`src/rtl/div_pkg.sv`:
```
// Shared definitions for the divider pre-normalization stage: FSM states,
// operand/shift widths and the reciprocal seed table.
package div_pkg;

  localparam int OP_W = 8;
  localparam int SH_W = 3;
  localparam int N_W  = 2 * OP_W;

  typedef enum logic [1:0] {
    IDLE = 2'd0,
    NORM = 2'd1,
    SEED = 2'd2,
    DONE = 2'd3
  } state_t;

  // Reciprocal estimates (Q1.7) for the midpoint of each eighth of [0.5,1),
  // selected by the three bits right below the leading one of the divisor.
  // Entry 0 is the rightmost element.
  localparam logic [7:0][OP_W-1:0] SEED_TABLE = {
    8'd132, 8'd141, 8'd152, 8'd164, 8'd178, 8'd195, 8'd216, 8'd241
  };

  // Two's complement magnitude; -128 maps to 128, which fits 8 unsigned bits.
  function automatic logic [OP_W-1:0] magnitude(input logic [OP_W-1:0] v);
    return v[OP_W-1] ? (-v) : v;
  endfunction

endpackage

```
`src/rtl/div_prenorm_seed_rom.sv`:
```
// Combinational reciprocal seed lookup indexed by normalized divisor bits.
module seed_rom
  import div_pkg::*;
(
  input  logic [2:0]      idx,
  output logic [OP_W-1:0] seed
);

  assign seed = SEED_TABLE[idx];

endmodule

```
`src/rtl/div_prenorm.sv`:
```
// Divider front end: takes a signed operand pair, strips the signs, shifts
// the divisor left until its MSB is set (one bit per cycle, dividend
// follows), then attaches a reciprocal seed for the Goldschmidt stage.
module div_prenorm
  import div_pkg::*;
(
  input  logic            clk,
  input  logic            rst_n,
  input  logic            in_valid,
  output logic            in_ready,
  input  logic [OP_W-1:0] a_in,
  input  logic [OP_W-1:0] b_in,
  output logic            out_valid,
  input  logic            out_ready,
  output logic [N_W-1:0]  n_out,
  output logic [OP_W-1:0] d_out,
  output logic [OP_W-1:0] seed_out,
  output logic [SH_W-1:0] shift_out,
  output logic            sign_out,
  output logic            dz_out
);

  state_t          state;
  logic [OP_W-1:0] seed_val;

  // The working divisor register doubles as d_out; once its MSB is set the
  // bits below it address the seed table.
  seed_rom u_seed_rom (
    .idx  (d_out[OP_W-2:OP_W-4]),
    .seed (seed_val)
  );

  // Control FSM with the working registers driven directly as outputs.
  // A zero divisor still passes through NORM for one cycle, which exits
  // straight to DONE without shifting, so its result appears one cycle
  // after accept with every data output cleared.
  always_ff @(posedge clk or negedge rst_n) begin
    if (!rst_n) begin
      state     <= IDLE;
      in_ready  <= 1'b1;
      out_valid <= 1'b0;
      n_out     <= '0;
      d_out     <= '0;
      seed_out  <= '0;
      shift_out <= '0;
      sign_out  <= 1'b0;
      dz_out    <= 1'b0;
    end else begin
      case (state)
        IDLE: begin
          if (in_valid && in_ready) begin
            in_ready  <= 1'b0;
            state     <= NORM;
            seed_out  <= '0;
            shift_out <= '0;
            if (b_in == '0) begin
              n_out    <= '0;
              d_out    <= '0;
              sign_out <= 1'b0;
              dz_out   <= 1'b1;
            end else begin
              n_out    <= {{OP_W{1'b0}}, magnitude(a_in)};
              d_out    <= magnitude(b_in);
              sign_out <= a_in[OP_W-1] ^ b_in[OP_W-1];
              dz_out   <= 1'b0;
            end
          end
        end
        NORM: begin
          if (dz_out) begin
            state     <= DONE;
            out_valid <= 1'b1;
          end else if (d_out[OP_W-1]) begin
            state <= SEED;
          end else begin
            d_out     <= d_out << 1;
            n_out     <= n_out << 1;
            shift_out <= shift_out + SH_W'(1);
          end
        end
        SEED: begin
          seed_out  <= seed_val;
          state     <= DONE;
          out_valid <= 1'b1;
        end
        DONE: begin
          if (out_ready) begin
            out_valid <= 1'b0;
            in_ready  <= 1'b1;
            state     <= IDLE;
          end
        end
        default: begin
          state     <= IDLE;
          in_ready  <= 1'b1;
          out_valid <= 1'b0;
        end
      endcase
    end
  end

endmodule

```
`config.mk`:
```
export PLATFORM = sky130hd
export DESIGN_NAME = div_prenorm
export DESIGN_NICKNAME = d
export VERILOG_FILES = /design/src/rtl/div_pkg.sv /design/src/rtl/div_prenorm_seed_rom.sv /design/src/rtl/div_prenorm.sv
export SDC_FILE = /design/constraint.sdc
export NUM_CORES = 1
export LEC_CHECK = 0
export ABC_AREA = 1
export BUFFER_PORTS_ARGS = -buffer_cell sky130_fd_sc_hd__clkbuf_2
export CAP_MARGIN = 20
export CORE_MARGIN = 1.5
export CORE_UTILIZATION = 53
export CTS_CLUSTER_DIAMETER = 120
export CTS_CLUSTER_SIZE = 12
export DETAILED_ROUTE_END_ITERATION = 16
export PLACE_DENSITY = 0.79
export SLEW_MARGIN = 30
export SYNTH_ARGS = -nofsm -noshare
export SYNTH_HDL_FRONTEND = slang
export SYNTH_SLANG_ARGS = --single-unit
export TNS_END_PERCENT = 20
```
`constraint.sdc`:
```
create_clock -name clk -period 2.1 [get_ports clk]
set_input_delay 0.42 -clock clk [delete_from_list [all_inputs] [get_ports clk]]
set_output_delay 0.42 -clock clk [all_outputs]
set_load 0.03 [all_outputs]
```
==> results.yml <==
global_routing:
  grt_max_degree: 42
  first_global_vias: 2034
  grt_overflow: 0
  grt_pass1_wl_mm: 8.89
  antenna_found_initial: 0
  grt_usage_pct: 22.4
detailed_routing:
  wirelength_mm: 5.17
  drtIter0Drc: 167
  vias: 2193
  drtAntennaViolNets: 0
  drc: 0
  firstDrtPassIters: 4
  wl_per_cell_microns: 12.2
  via_per_inst: 5.17
critical_path:
  worst_setup_path_end_kind: "flop"
  crit_type: "flop to flop"
  crit_path_start_kind: "flop"
  cp.buffers_inverters: 2
  max_stage_delay_ns: 0.42
  cp_slowest_cell: "dfrtp_1"
  cp_top_family: "buffers and inverters"
  worst_ep_arrival_time_ns: 2.04
  crit_fanout: 21
  required_ns: 2.32
  crit_chain: "inv_1, ha_1, o21ai_1, nand3b_4, inv_2, nor2_1, a21oi_1"
  r2r_slack_ns: 0.28
clock_network:
  cts_resized: 0
  cts_max_level: 2
  cts_buffers: 5
  tritoncts: "yes"
  postCtsSetupRepairBufs: 0
  clk_latency_ns: 0.29
  clkSinkCount: 41
  cts.reportedPaths.clkPinSlew_ns: 0.08
  cts_buffer_depth: 2
  cts_root_buf: "clkbuf_8"
  holdBufCountCts: 0
sta:
  worst_pin_slew_ns: 0.451
  period_needed_ns: 1.82
  rsz0062_at_grt: "no"
  setup_violations: 0
  fin_skew_ns: 0.00547
  timing.hold.ws_ns: 0.0856
  min_period_over_period_pct: 86.9
  final_hold_viol_count: 0
  setup_tns_ns: 0
  relSlewSlack_pct: 69.7
  fmax_mhz: 548
  maxSlewViolCount: 0
die:
  coreArea_sq_mm: 0.00435
  chipWidth_microns: 70.3
  start_util_pct: 55.2
  row_count: 24
  dieArea_sq_mm: 0.00495
  fp.dieH_microns: 70.3
  io_pins: 59
final_layout:
  antenna_cells: 0
  drive_gt1_share_pct: 21.0
  seq_area_sq_mm: 0.00103
  fin_util_pct: 65.7
  n_fill_cell: 366
  multi_input_area_sq_mm: 0.00113
  area_growth_pct: 19.1
  finalNetCount: 405
power_and_ir_drop:
  p_per_area_mw_per_mm2: 1590
  leakagePower_nw: 1.59
  max-vdd-ir-drop_mv: 0.552
yosys:
  synth_top_area_cell: "dfrtp_1"
  synth_area_sq_mm: 0.00240
  synth.most_common_cell: "nand2_1"
  yosys-top-cells-count: "73 x nand2_1, 44 x inv_1, 40 x dfrtp_1, 40 x nor2_1, 29 x nand3_1"
  synth_area_leaders: "dfrtp_1 42%, nand2_1 11%, ha_1 7.3%, inv_1 6.9%, nor2_1 6.2%"
  synth_warnings: 0
  synth_ff_type: "dfrtp_1"
  yosysTopAreaCellShare_pct: 41.6
  synth_async_sr_flop_share_pct: 100
  yosysSeqAreaShare_pct: 42.7
  synthesis.nets: 345
  synth_cell_types: 32
  synthCells: 311
  ys_seq_elements: 41
  synth_edf_count: 0
  syn_avg_cell_area_sq_um: 7.73
place:
  place_hpwl_mm: 3.84
  place_congestion: 0.884
  portBuffers: 58
run:
  max_cap_violations: 0
run_status:
  status: "complete, no violations"
hold_path:
  hp-class: "input pin to async pin"
==> state kept, by name, summed over array words and instances (netlist names) <==
signal / flops
n_out: 16
d_out: 8
seed_out: 8
shift_out: 3
state: 2
dz_out: 1
in_ready: 1
out_valid: 1
sign_out: 1
==> cells by family after synthesis <==
logic type	Yosys count	share of synthesized area (%)
AO/OA/AOI/OAI	49	12.0
XOR/XNOR	4	1.46
adder cells (fa/ha/maj)	14	7.29
buffers and inverters	54	10.3
flip-flops	41	42.7
multiplexers	1	0.416
AND/OR/NAND/NOR	148	25.8
==> routing by layer <==
layer,wire length [microns],up-vias,track usage [%],part of all wire (%)
met3,246,11,4.04,4.8
li1,-,1108,-,-
met1,2450,1008,29.9,47
met4,106,0,8.12,2.1
met5,0,-,0,0
met2,2360,66,36.3,46
==> final cells by class <==
type                            count  area share (%)
Clock buffer                        5            2.40
Timing Repair Buffer               62            11.6
Sequential cell                    41            35.9
Tap cell                           52            2.27
Inverter                           45            5.90
Multi-Input combinational cell    216            39.5
Clock inverter                      3            2.40
==> report_power, final <==
part	internal (W)	switching [W]	total [W]
Clock	0.000479	0.000292	0.000771
Combinational	0.000743	0.00166	0.00241
Sequential	0.00110	0.000264	0.00137
Total	0.00232	0.00222	0.00454
==> per-stage QoR <==
| stage | power, W | cells | cell area (sq um) | setup slack (ns) |
|---|---|---|---|---|
| floorplan | 0.00326 | 311 | 2400 | 0.548 |
| global placement | 0.00370 | 416 | 2720 | 0.373 |
| detailed placement | 0.00378 | 416 | 2720 | 0.335 |
| CTS | 0.00456 | 424 | 2860 | 0.285 |
| global route | 0.00489 | 424 | 2860 | 0.103 |
| finish | 0.00454 | 424 | 2860 | 0.276 |
==> cell usage in the layout, fill, tap and decap left out <==
| cell | synthesis | final |
|---|---|---|
| xnor2_1 | 2 | 2 |
| nor2_2 | 2 | 2 |
| bufinv_16 | 0 | 2 |
| o21ai_0 | 17 | 17 |
| nor2_1 | 40 | 40 |
| o22ai_1 | 8 | 8 |
| inv_1 | 44 | 44 |
| a21oi_2 | 1 | 1 |
| o21ai_1 | 4 | 4 |
| a211o_1 | 1 | 1 |
| a211oi_1 | 1 | 1 |
| dfstp_2 | 1 | 1 |
| nor3_1 | 1 | 1 |
| o31ai_1 | 4 | 4 |
| xor2_1 | 2 | 2 |
| o21a_1 | 1 | 1 |
| inv_2 | 1 | 1 |
| clkbuf_2 | 0 | 58 |
| nand3b_1 | 1 | 1 |
| nand3b_4 | 1 | 1 |
| clkbuf_8 | 0 | 5 |
| dfrtp_1 | 40 | 40 |
| a21oi_4 | 1 | 1 |
| buf_4 | 1 | 3 |
| ha_1 | 14 | 14 |
| mux2i_1 | 1 | 1 |
| inv_6 | 0 | 1 |
| nand2_1 | 73 | 73 |
| buf_12 | 1 | 1 |
| nand2_2 | 1 | 1 |
| nand3_1 | 29 | 29 |
| a21oi_1 | 11 | 11 |
==> worst paths after layout <==
kind                       cells past startpoint        start          end
max                                            7     state[1]     n_out[7]
min                                            2        rst_n  seed_out[7]
max reg2reg                                    7     state[1]     n_out[7]
min reg2reg                                    2  seed_out[7]  seed_out[7]
max in group asynchronous                      2        rst_n     in_ready
min in group clk                               3      a_in[0]     n_out[0]
No activity file was read; power rests on OpenSTA's default activity.
